**src/rtl/transmit_ordered_set.sv**
```systemverilog
// 1000BASE-X PCS transmit ordered-set selector (data path only, no autoneg).
// Chooses the ordered set handed to the code-group generator each time the
// current one completes, delays TXD by one cycle so it lines up with /D/,
// and keeps saturating counts of terminated packets and error code-groups.
module transmit_ordered_set #(
  parameter int CNT_W = 16
) (
  input  logic             GTX_CLK,
  input  logic             mr_main_reset,
  input  logic             TX_EN,
  input  logic             TX_ER,
  input  logic [7:0]       TXD,
  input  logic             TX_OSET_indicate,
  input  logic             tx_even,
  output logic [6:0]       tx_o_set,
  output logic [7:0]       TXD_out,
  output logic             transmitting,
  output logic [CNT_W-1:0] tx_pkt_count,
  output logic [CNT_W-1:0] tx_err_count
);

  // Ordered-set codes understood by the code-group generator (tx_os_* values).
  localparam logic [6:0] TX_OS_I = 7'b0000001;
  localparam logic [6:0] TX_OS_R = 7'b0000010;
  localparam logic [6:0] TX_OS_S = 7'b0000100;
  localparam logic [6:0] TX_OS_T = 7'b0001000;
  localparam logic [6:0] TX_OS_V = 7'b0010000;
  localparam logic [6:0] TX_OS_D = 7'b0100000;

  localparam logic [CNT_W-1:0] CNT_MAX = '1;
  localparam logic [CNT_W-1:0] CNT_ONE = {{(CNT_W-1){1'b0}}, 1'b1};

  typedef enum logic [2:0] {
    XMIT_DATA           = 3'd0,
    START_OF_PACKET     = 3'd1,
    TX_DATA             = 3'd2,
    TX_DATA_ERROR       = 3'd3,
    END_OF_PACKET_NOEXT = 3'd4,
    EPD2_NOEXT          = 3'd5,
    EPD3                = 3'd6
  } state_t;

  state_t state;
  state_t next_state;
  logic   pkt_inc;
  logic   err_inc;

  // State register; a reset mid-frame drops straight back to idle with no /T/R/ tail.
  always_ff @(posedge GTX_CLK or posedge mr_main_reset) begin
    if (mr_main_reset) begin
      state <= XMIT_DATA;
    end else begin
      state <= next_state;
    end
  end

  // Next-state decode; nothing moves until the code-group stage finishes the
  // current ordered set. The packet decode is shared by /S/, /D/ and /V/, and
  // the counter strobes mark entries into /T/ and /V/.
  always_comb begin
    next_state = state;
    pkt_inc    = 1'b0;
    err_inc    = 1'b0;
    if (TX_OSET_indicate) begin
      case (state)
        XMIT_DATA: begin
          if (TX_EN && !TX_ER) begin
            next_state = START_OF_PACKET;
          end
        end
        START_OF_PACKET, TX_DATA, TX_DATA_ERROR: begin
          if (!TX_EN) begin
            next_state = END_OF_PACKET_NOEXT;
            pkt_inc    = 1'b1;
          end else if (TX_ER) begin
            next_state = TX_DATA_ERROR;
            err_inc    = 1'b1;
          end else begin
            next_state = TX_DATA;
          end
        end
        END_OF_PACKET_NOEXT: next_state = EPD2_NOEXT;
        EPD2_NOEXT:          next_state = tx_even ? XMIT_DATA : EPD3;
        EPD3:                next_state = XMIT_DATA;
        default:             next_state = XMIT_DATA;
      endcase
    end
  end

  // Moore decode of the ordered set and the transmitting flag from the registered state.
  always_comb begin
    tx_o_set     = TX_OS_I;
    transmitting = 1'b0;
    case (state)
      START_OF_PACKET: begin
        tx_o_set     = TX_OS_S;
        transmitting = 1'b1;
      end
      TX_DATA: begin
        tx_o_set     = TX_OS_D;
        transmitting = 1'b1;
      end
      TX_DATA_ERROR: begin
        tx_o_set     = TX_OS_V;
        transmitting = 1'b1;
      end
      END_OF_PACKET_NOEXT: tx_o_set = TX_OS_T;
      EPD2_NOEXT, EPD3:    tx_o_set = TX_OS_R;
      default:             tx_o_set = TX_OS_I;
    endcase
  end

  // One-cycle TXD delay so the byte sampled with a transition rides on the following /D/.
  always_ff @(posedge GTX_CLK or posedge mr_main_reset) begin
    if (mr_main_reset) begin
      TXD_out <= 8'h00;
    end else begin
      TXD_out <= TXD;
    end
  end

  // Saturating packet and error counters, updated on the same edge as the state entry.
  always_ff @(posedge GTX_CLK or posedge mr_main_reset) begin
    if (mr_main_reset) begin
      tx_pkt_count <= '0;
      tx_err_count <= '0;
    end else begin
      if (pkt_inc && (tx_pkt_count != CNT_MAX)) begin
        tx_pkt_count <= tx_pkt_count + CNT_ONE;
      end
      if (err_inc && (tx_err_count != CNT_MAX)) begin
        tx_err_count <= tx_err_count + CNT_ONE;
      end
    end
  end

endmodule
```
**config.mk**
```make
export PLATFORM = sky130hd
export DESIGN_NAME = transmit_ordered_set
export DESIGN_NICKNAME = d
export VERILOG_FILES = /design/src/rtl/transmit_ordered_set.sv
export SDC_FILE = /design/constraint.sdc
export NUM_CORES = 1
export LEC_CHECK = 0
export ABC_AREA = 1
export CAP_MARGIN = 5
export CORE_MARGIN = 8
export CORE_UTILIZATION = 54
export DETAILED_ROUTE_END_ITERATION = 6
export HOLD_SLACK_MARGIN = 0.03
export PLACE_DENSITY = 0.88
export SYNTH_ARGS = -nofsm -noshare
export SYNTH_HDL_FRONTEND = slang
export SYNTH_SLANG_ARGS = --single-unit
```
**constraint.sdc**
```tcl
create_clock -name GTX_CLK -period 3.1 [get_ports GTX_CLK]
set_input_delay 0.31 -clock GTX_CLK [delete_from_list [all_inputs] [get_ports GTX_CLK]]
set_output_delay 0.31 -clock GTX_CLK [all_outputs]
set_load 0.01 [all_outputs]
```
======== After elaboration in Yosys (flattened, before gate mapping) ========
Cells that the tools add are included.
operators by class
  equality and inequality tests ........... 9
  $add $sub $neg .......................... 2
  muxes and demuxes ....................... 14
  reductions and logical operators ........ 8
operators with widths
  operator                                                         number
  16-bit by 1-bit adder with 16-bit output, second input constant  2
  16-bit inequality test, second input constant                    2
  6-bit one-hot mux with 5 select lines                            1
  3-bit one-hot mux with 4 select lines                            1
  3-bit == test, second input constant                             3
  1-bit two-way mux                                                9
  3-bit two-way mux                                                3
  3-bit by 2-bit == test with 1-bit output, second input constant  2
  3-bit by 1-bit == test with 1-bit output, second input constant  1
  1-bit logical AND                                                3
  3-bit zero test                                                  1
  3-bit OR reduction                                               1
  2-bit inequality test, second input constant                     1
  2-bit AND reduction                                              1
  2-bit OR reduction                                               1
  1-bit zero test                                                  1
storage, ports and cells
  input bits .............................. 14
  output and inout bits ................... 48
  flip-flop bits (word level) ............. 43
  word-level logic and storage cells ...... 37

======== Longest topological paths before layout ========
  depth after elaboration ................. 5
  mapped depth ............................ 9
  gate-level depth less buffers ........... 9

======== Least setup slack after synthesis ========
OpenSTA, ideal clock, no wires.
  path type ............................... register to register
  start point ............................. register tx_err_count[0]
  end point ............................... register tx_err_count[13]
  data arrival time ....................... 1470 ps
  required time ........................... 2983 ps
  buffers on the path ..................... 1
  library setup time ...................... 117 ps
  stages on the path, launching flop included .. 10
  clock period less this slack ............ 1587 ps
  slack ................................... 1513 ps
  cell sequence ........................... dfrtp_1 -> ha_1 -> nand2_1 -> nor2_2 -> nand2_2 -> nor2_4 -> nor2_8 -> buf_12 -> nand2_2 -> nand2_1
on the way
  longest elaborated chain between the ends .. 2
  elaborated cells between the ends (all ways) .. 3
  those cells by class .................... 1 x add/sub; 1 x eq/ne; 1 x reduce/logical
RTL lines
  element                                                                                           line  text
  start: declaration                                                                                19    output logic [CNT_W-1:0] tx_err_count
  start signal: assignment                                                                          132   tx_err_count <= tx_err_count + CNT_ONE;
  parallel branches: the longest is 2 deep, another holds 16-bit by 1-bit adder with 16-bit output  -
Parallel ways; which one is timed is not known.
A chain may end at the register's enable or synchronous reset.

======== Worst setup path after layout ========
  start point ............................. register state[0]
  end point ............................... output tx_o_set[0]
on the way
  longest elaborated chain between the ends .. 3
  elaborated cells between the ends (all ways) .. 8
  those cells by class .................... 6 x eq/ne; 1 x mux; 1 x reduce/logical
RTL lines
  element                                  line  text
  start: declaration                       43    state_t state;
  start signal: assignment                 53    state <= next_state;
  3-bit == test                            94    case (state)
  2-bit OR reduction                       94
  6-bit one-hot mux with 5 select lines *  94
  end: declaration                         15    output logic [6:0] tx_o_set,
Every way passes the cells marked *; elsewhere a longest branch is shown, timed or not.

==> results.tsv <==
stage	metric	value	unit
status	outcome	finished clean	
setup_path	Worst R2R Path Depth	9	
clock_tree	H-tree lvl count	2	
cells_and_area	final instance area	3290	um^2
setup_path	critical path type	flop to output pin	
setup_path	Worst EP arrival	1820	ps
sta	min cycle time layout	2130	ps
setup_path	reg-to-reg critical path endpoint	tx_err_count[10]$_DFFE_PP0P_	
placement	IO buf count	60	
synth	YS warnings	0	
setup_path	Worst R2R Setup Slack	1200	ps
synth	combinational family with the most area after synthesis	simple AND/OR/NAND/NOR gates	
cells_and_area	commonest non-fill, non-tap cell in the layout	nand2_1	
sta	Least-Margin Pin Slew	784	ps
setup_path	Req. time, crit path	2790	ps
sta	Fin. Hold Viols	0	
drt	via/cell ratio	5.22	
hold_path	worst hold path class	input pin to asynchronous set/reset pin	
cells_and_area	Area growth syn-to-layout	27.5	%
synth	syn_area_per_cell	7.55	um^2
setup_path	worst r2r src	tx_err_count[0]$_DFFE_PP0P_	
clock_tree	hold buffers post-CTS	0	
synth	syn_nets	358	
synth	mux share of post-synthesis cell area	0	
drt	WL/cell	13.2	um
sta	Layout Skew	8.79	ps
die	boundary pin count	62	
cells_and_area	n_diodes	0	
setup_path	critical path, cell by cell	nor2_4 -> nor2_8 -> nor3_1 -> clkdlybuf4s50_1	
synth	Synth Cell Area	2580	um^2
drt	Remaining DRCs	0	
global_routing	initial antenna violation count	0	
die	# rows	25	
global_routing	first-pass GRT wire length	10.3	mm
run	reported max-cap violation count	0	
synth	area leader, netlist	dfrtp_1	
drt	antenna viol nets, final	0	
synth	XOR/XNOR Fraction of Synth Area	0.0373	
clock_tree	clock latency on the worst-skew pair	300	ps
cells_and_area	layout cells sized above 1	0.121	
clock_tree	Max clock buf depth	2	
clock_tree	CTS sink cnt	43	
sta	Slew Limit Fails	0	
setup_path	CP max FO	6	
clock_tree	clock tree from TritonCTS	built	
placement	gpl congestion	0.800	
clock_tree	TritonCTS buffer count	5	
synth	#FFs+latches synth	43	
sta	setup_tns	0	ps
clock_tree	Clk pin slew, worst setup/hold paths	90	ps
synth	area share of the largest cell type after synthesis	0.416	
synth	synth top area cells	dfrtp_1 42%, nand2_1 18%, nor2_1 5.1%	
pwr	Max rail drop VDD	475	uV
sta	fmax	470	MHz
pwr	Pleak	1.44	nW
sta	RSZ-0062 raised after global routing	no	
sta	setup violators final	0	
placement	post-DP HPWL	4.66	mm
setup_path	CP Launch Point	state[0]$_DFFE_PP0P_	
drt	Post-Route WL	6.07	mm
synth	simple-gate share of the synthesized area	0.382	
setup_path	endpoint class of the critical path	output pin	
cells_and_area	most frequent cells in the layout	127 x nand2_1, 60 x clkdlybuf4s50_1, 43 x dfrtp_1	
cells_and_area	Fillers	377	
global_routing	GRT Residual Overflow	0	
pwr	PwrDens	681	nW/um^2
global_routing	vias in the first global route	2356	
clock_tree	Post-CTS Resized	0	
setup_path	Worst setup endpoint	tx_o_set[0]	
die	die area	7250	um^2
sta	Max transition margin	0.474	
drt	vias post-DR	2401	
setup_path	Critical Path Max Stage Delay	570	ps
sta	final worst path period share	0.687	
setup_path	Crit-path slowest cell	clkdlybuf4s50_1	
drt	DR iter-0 viols	122	
global_routing	largest net degree at the start of global routing	26	
synth	Synth cell types	27	
die	Initial Util	0.554	
placement	Post-DP Area	3190	um^2
die	DIE WIDTH	85.2	um
synth	Seq/Total Area, Yosys	0.416	
setup_path	Worst setup SP type	flop	
synth	complex-gate fraction of the synthesized area	0.0751	
clock_tree	Setup Fix Bufs, Post-CTS	0	
global_routing	Tot GR Track Use	0.173	
synth	Post-Synth Adder-Cell Area	0.00969	
die	core area	4660	um^2
clock_tree	root buffer cell	clkbuf_8	
cells_and_area	nets@finish	421	
synth	post-synthesis cell count	342	
die	die height	85.2	um
drt	drt pass-1 iters	4	
==> kinds of logic (layout without fill, tap and decap cells) <==
kind of cell               Yosys count  after routing
and+or+nand+nor                    216            216
adders and majority gates            2              2
DFF                                 43             43
xor gates and xnor gates            11             11
other                                1              1
buffers and inverters               40            104
AOI/OAI and AO/OA                   29             29
==> cells in the mapped netlist <==
| library cell | n |
|---|---|
| xor2_1 | 7 |
| nand4_1 | 9 |
| o21ai_0 | 11 |
| a31oi_1 | 1 |
| ha_1 | 2 |
| inv_1 | 33 |
| o21ai_1 | 3 |
| nand3_2 | 2 |
| o21ai_2 | 12 |
| nand4_4 | 1 |
| nand2_2 | 14 |
| nor2_8 | 2 |
| buf_6 | 2 |
| o211ai_1 | 1 |
| buf_12 | 2 |
| nor2_4 | 3 |
| nor3_1 | 1 |
| nand3_1 | 18 |
| dfrtp_1 | 43 |
| nor2_1 | 35 |
| buf_4 | 1 |
| xnor2_1 | 4 |
| conb_1 | 1 |
| a21oi_1 | 1 |
| nor2_2 | 4 |
| nand2_1 | 127 |
| inv_2 | 2 |
==> worst min-delay path by stage <==
stage,from,to,slack (ps),depth (start not counted)
floorplan,TXD[0],TXD_out[0]$_DFF_PP0_,340,0
global placement,tx_pkt_count[15]$_DFFE_PP0P_,tx_pkt_count[15]$_DFFE_PP0P_,530,2
detailed placement,tx_pkt_count[1]$_DFFE_PP0P_,tx_pkt_count[1]$_DFFE_PP0P_,550,2
CTS,mr_main_reset,tx_err_count[9]$_DFFE_PP0P_,380,2
global route,mr_main_reset,tx_err_count[5]$_DFFE_PP0P_,410,2
finish,mr_main_reset,tx_err_count[9]$_DFFE_PP0P_,360,2
==> flip-flops by register name (all words and copies together) (netlist names) <==
name,count
TXD_out,8
state,3
tx_err_count,16
tx_pkt_count,16
==> stage by stage <==
stage | util | setup WS (ps) | instances | total power [mW] | hold WS [ps]
detailed placement | 0.684 | 1170 | 452 | 1.86 | 552
global route | 0.707 | 903 | 460 | 2.40 | 415
CTS | 0.707 | 962 | 460 | 2.26 | 375
global placement | 0.684 | 1230 | 452 | 1.83 | 530
finish | 0.707 | 971 | 460 | 2.24 | 361
floorplan | - | 1510 | 342 | 1.42 | 341
==> final cells by class <==
class,instances,area (um^2),area share
clock buffers,7,96.3,0.0293
multi-input cells,259,1310,0.397
clock inverters,1,7.51,0.00228
inverters,35,131,0.0399
well taps,54,67.6,0.0205
flip-flops and latches,43,1080,0.327
repair buffers,61,608,0.185
==> metal layers <==
metal / global-route usage / up-vias / wire length [um] / part of all wire
met2: 0.310 / 69 / 3130 / 0.51
met5: 0 / - / 0 / 0
met1: 0.185 / 1127 / 2450 / 0.40
li1: - / 1194 / - / -
met4: 0.0712 / 0 / 99 / 0.016
met3: 0.0521 / 11 / 403 / 0.066
==> where the power goes <==
group          switching, mW  internal (mW)
combinational          0.494          0.467
sequential             0.195          0.686
clock                  0.196          0.203
==> critical path: cells and delay by family (launching register included) <==
kind / cells / cell delay, ps
buffers and inverters: 1 / 570
and+or+nand+nor: 3 / 500
DFF: 1 / 460
(Power assumes the default switching activity.)
